**src/rtl/spi_display_tx.sv**
```systemverilog
// Byte-wide SPI (mode 0) transmitter for small displays: a FIFO of {dc, byte}
// entries feeds a shifter that frames consecutive bytes under a single chip select.
module spi_display_tx #(
    parameter int DEPTH   = 4,
    parameter int CLK_DIV = 2
) (
    input  logic                     clk,
    input  logic                     rst,
    input  logic [7:0]               wrData,
    input  logic                     wrDc,
    input  logic                     wrValid,
    output logic                     wrReady,
    output logic                     mosi,
    output logic                     sclk,
    output logic                     cs,
    output logic                     dc,
    output logic                     busy,
    output logic [$clog2(DEPTH):0]   fifoCount
);

    localparam int AW = $clog2(DEPTH);
    localparam int DW = (CLK_DIV > 1) ? $clog2(CLK_DIV) : 1;

    typedef enum logic [1:0] {IDLE, SETUP, SHIFT, HOLD} state_t;

    state_t          state, state_next;
    logic [8:0]      mem [DEPTH];
    logic [8:0]      head;
    logic [AW-1:0]   wr_ptr, rd_ptr;
    logic [AW:0]     count;
    logic            push, pop;
    logic [DW-1:0]   div, div_next;
    logic            tick;
    logic [3:0]      toggles, toggles_next;
    logic [7:0]      shreg, shreg_next;
    logic            sclk_next, cs_next, dc_next;

    assign wrReady   = (count < (AW+1)'(DEPTH));
    assign push      = wrValid && wrReady && !rst;
    assign fifoCount = count;
    assign busy      = (state != IDLE);
    assign mosi      = shreg[7];
    assign tick      = (div == DW'(CLK_DIV - 1));
    assign head      = mem[rd_ptr];

    // Pointers wrap naturally because DEPTH is a power of two; reset flushes by clearing them.
    always_ff @(posedge clk or posedge rst) begin
        if (rst) begin
            wr_ptr <= '0;
            rd_ptr <= '0;
            count  <= '0;
        end else begin
            if (push) wr_ptr <= wr_ptr + 1'b1;
            if (pop)  rd_ptr <= rd_ptr + 1'b1;
            count <= count + (AW+1)'(push) - (AW+1)'(pop);
        end
    end

    always_ff @(posedge clk) begin
        if (push) mem[wr_ptr] <= {wrDc, wrData};
    end

    always_ff @(posedge clk or posedge rst) begin
        if (rst) begin
            state   <= IDLE;
            div     <= '0;
            toggles <= '0;
            shreg   <= '0;
            sclk    <= 1'b0;
            cs      <= 1'b1;
            dc      <= 1'b0;
        end else begin
            state   <= state_next;
            div     <= div_next;
            toggles <= toggles_next;
            shreg   <= shreg_next;
            sclk    <= sclk_next;
            cs      <= cs_next;
            dc      <= dc_next;
        end
    end

    always_comb begin
        state_next   = state;
        div_next     = tick ? '0 : DW'(div + 1'b1);
        toggles_next = toggles;
        shreg_next   = shreg;
        sclk_next    = sclk;
        cs_next      = cs;
        dc_next      = dc;
        pop          = 1'b0;

        case (state)
            IDLE: begin
                cs_next      = 1'b1;
                sclk_next    = 1'b0;
                div_next     = '0;
                toggles_next = '0;
                if (count != '0) begin
                    pop        = 1'b1;
                    shreg_next = head[7:0];
                    dc_next    = head[8];
                    cs_next    = 1'b0;
                    state_next = SETUP;
                end
            end
            SETUP: begin
                if (tick) state_next = SHIFT;
            end
            SHIFT: begin
                if (tick) begin
                    sclk_next    = ~sclk;
                    toggles_next = toggles + 4'd1;
                    // Falling toggle: next bit goes out, or the frame ends after the 16th toggle.
                    if (sclk) begin
                        shreg_next = {shreg[6:0], 1'b0};
                        if (toggles == 4'd15) begin
                            toggles_next = '0;
                            if (count != '0) begin
                                pop        = 1'b1;
                                shreg_next = head[7:0];
                                dc_next    = head[8];
                                state_next = SETUP;
                            end else begin
                                state_next = HOLD;
                            end
                        end
                    end
                end
            end
            HOLD: begin
                if (tick) begin
                    cs_next    = 1'b1;
                    state_next = IDLE;
                end
            end
            default: state_next = IDLE;
        endcase
    end

endmodule

```
**config.mk**
```make
export PLATFORM = sky130hd
export DESIGN_NAME = spi_display_tx
export DESIGN_NICKNAME = d
export VERILOG_FILES = /design/src/rtl/spi_display_tx.sv
export SDC_FILE = /design/constraint.sdc
export NUM_CORES = 1
export LEC_CHECK = 0
export BUFFER_PORTS_ARGS = -buffer_cell sky130_fd_sc_hd__clkbuf_2
export CORE_ASPECT_RATIO = 0.9
export CORE_MARGIN = 2
export CORE_UTILIZATION = 35
export CTS_BUF_LIST = sky130_fd_sc_hd__clkbuf_8
export CTS_CLUSTER_DIAMETER = 30
export DETAILED_ROUTE_END_ITERATION = 6
export GPL_ROUTABILITY_DRIVEN = 0
export SLEW_MARGIN = 20
export SYNTH_ARGS = -nofsm -noshare
export SYNTH_HDL_FRONTEND = slang
export SYNTH_SLANG_ARGS = --single-unit
```
**constraint.sdc**
```tcl
create_clock -name clk -period 3.43 [get_ports clk]
set_input_delay 0.343 -clock clk [delete_from_list [all_inputs] [get_ports clk]]
set_output_delay 0.343 -clock clk [all_outputs]
set_load 0.05 [all_outputs]
```
==> metrics.cfg <==
[timing]
worst_pin_slew_ns=0.801
finalCritPeriodShare=0.762
slew_viol_final=0
skew_ns=0.00699
final.min_clock_period_ns=2.61
finalSetupTns_ns=0
rsz0062_at_grt=false
fin_ws_ns=0.815
hold_viol_final=0
setup_violations=0
fmax_mhz=382
relSlewSlack=0.466

[cts]
cts_setup_buffers=0
cts_max_level=3
cts-root-buf=clkbuf_8
cts_tree=built
clock_latency_ns=0.34
cts_hold_repair.buffers=0
cts_resized=0
cts_buffers=9
path_clk_slew_ns=0.07
cts_max_path_buffers=2
cts_sinks=61

[worst_setup_path]
worst-path-max-fanout=5
crit_start=toggles[1]$_DFFE_PP0P_
end_kind=flop
endpoint=fifoCount[2]$_DFF_PP0_
crit_arrival_ns=2.84
cpMostUsedCell=ha_1
crit_path_start_kind=flop
reg2reg_depth=10
slowest_stage=a2111oi_4
path_cells=ha_1 -> nand4_1 -> a2111oi_4 -> ha_1 -> inv_1 -> ha_1 -> inv_1 -> fa_1 -> xnor2_1 -> xnor2_1
path_delay_family=adder cells
cp_num_buf_inv=2
r2r_end=fifoCount[2]$_DFF_PP0_
cpPeakStageDelay_ns=0.54
crit_type=flop to flop
worstReg2RegStart=toggles[1]$_DFFE_PP0P_
crit_required_ns=3.65
critical_path_depth=10
worst-r2r-setup-slack_ns=0.82

[power]
vdd_ir_drop_max_v=0.000312
power.density_nw_per_um2=951
p_leak_nw=1.20

[synthesis]
synthTopCellsByCount=36 x edfxtp_1, 24 x dfrtp_1, 14 x inv_1, 11 x a21oi_1, 11 x nor2_1
synth.most_common_cell=edfxtp_1
synthCells=173
ys_warn_count=0
synth_top_cell_by_area=edfxtp_1
yosysSeqAreaShare=0.640
ys_types=37
synth_edf_count=36
async_reset_ff_frac=0.410
ys_ff_latch=61
synth_area_sq_um=2670
synth_ff_type=edfxtp_1
synth_top_area_frac=0.405
synth_nets=193
synth_area_leaders=edfxtp_1 41%, dfrtp_1 23%, mux4_2 7.6%, ha_1 3.3%, mux2i_1 3.0%
syn_area_per_cell_sq_um=15.4

[placement]
postPlaceCellArea_sq_um=2830
place_hpwl_um=2880
dpl_worst_slack_ns=0.800
portBuffers=20

[finish]
layout.area.seq_sq_um=1710
multi_input_area_sq_um=845
area_growth_pct=15.2
postLayoutCoreUtil=0.411
n_antenna_cell=0
final_area_sq_um=3070
fill_cells=701
final_layout_size_suffix_gt1_frac=0.260
fin_nets=219

[global_routing]
grt_max_degree=26
grt_usage=0.118
grt_pass1_wl_um=7160
grt_overflow_total=0
grt_pass1_vias=1413
antenna_found_initial=0

[die]
start_util=0.357
die_height_um=86.8
core_sq_um=7470
dieArea_sq_um=8340
rows=30
die_x_um=96.0
ios=21

[run_status]
status=complete, no violations

[route]
route.detailed.wl_per_inst_um=14.3
vias=1414
ant_nets=0
drtIter0Drc=68
drcViolationCount=0
drt_wl_total_um=4280
first_pass_iters=4
via_per_inst=4.71

[hold_path]
hold_class=input port to async pin

[job]
maxCapViolCount=0

[worst min-delay path, delay by kind of cell]
| kind | cells | cell delay, ns |
|---|---|---|
| buffers and inverters | 3 | 0.52 |
[per-stage QoR]
step	power, W	std cells	hold slack [ns]
CTS	0.00297	300	0.155
detailed placement	0.00220	284	0.518
floorplan	0.00204	173	0.375
global route	0.00313	300	0.177
finish	0.00292	300	0.142
global placement	0.00219	284	0.508
[final cells by class]
type	count	area share
repair buffers	21	0.0350
well taps	96	0.0391
inverters	14	0.0171
clock inverters	7	0.0375
clock buffers	9	0.0403
flip-flops and latches	61	0.556
multi-input cells	92	0.275
[layer usage]
layer,global-route usage,wire length [um],vias to the layer above
met5,0,0,-
met4,0.0351,51,0
met3,0.0504,222,7
met2,0.172,1930,28
met1,0.161,2070,689
li1,-,-,690
[how the worst min path moves through the flow]
stage                               startpoint              endpoint  depth (start not counted)
after floorplan                            rst        dc$_DFFE_PP0P_                          1
after global placement    shreg[7]$_DFFE_PP0P_  shreg[7]$_DFFE_PP0P_                          2
after detailed placement  shreg[1]$_DFFE_PP0P_  shreg[1]$_DFFE_PP0P_                          2
after CTS                                  rst  shreg[7]$_DFFE_PP0P_                          3
after global routing                       rst      sclk$_DFFE_PP0P_                          3
final                                      rst  shreg[7]$_DFFE_PP0P_                          3
[cell usage in the layout (no fill, tap or decap), types with 6 or more instances in the layout]
cell	instances
clkbuf_8	9
ha_1	7
dfrtp_1	24
edfxtp_1	36
nor2_1	11
mux4_2	9
inv_1	15
a21oi_1	11
clkbuf_2	20
mux2i_1	8
nand2_1	6
[power breakdown]
part / leakage (nW) / switching, W / internal (W) / total [W]
registers: 0.621 / 0.000224 / 0.000962 / 0.00119
clock network: 0.122 / 0.000274 / 0.000480 / 0.000754
logic: 0.453 / 0.000567 / 0.000414 / 0.000980
total: 1.20 / 0.00107 / 0.00185 / 0.00292
[cells by family (layout without fill, tap and decap cells)]
family,Yosys count,count (layout),share of synthesized area
AOI/OAI and AO/OA,26,26,0.0779
xor gates and xnor gates,5,5,0.0164
adders and majority gates,8,8,0.0403
buffers and inverters,20,51,0.0431
DFF,61,61,0.640
muxes,18,18,0.112
and+or+nand+nor,35,35,0.0704
[sequential cells by signal, summed over array words and instances (netlist names)]
name,cells
cs,1
wr_ptr,2
toggles,4
mem,36
dc,1
shreg,8
fifoCount,3
state,2
rd_ptr,2
sclk,1
div,1
Power figures use the tool's default switching activity.
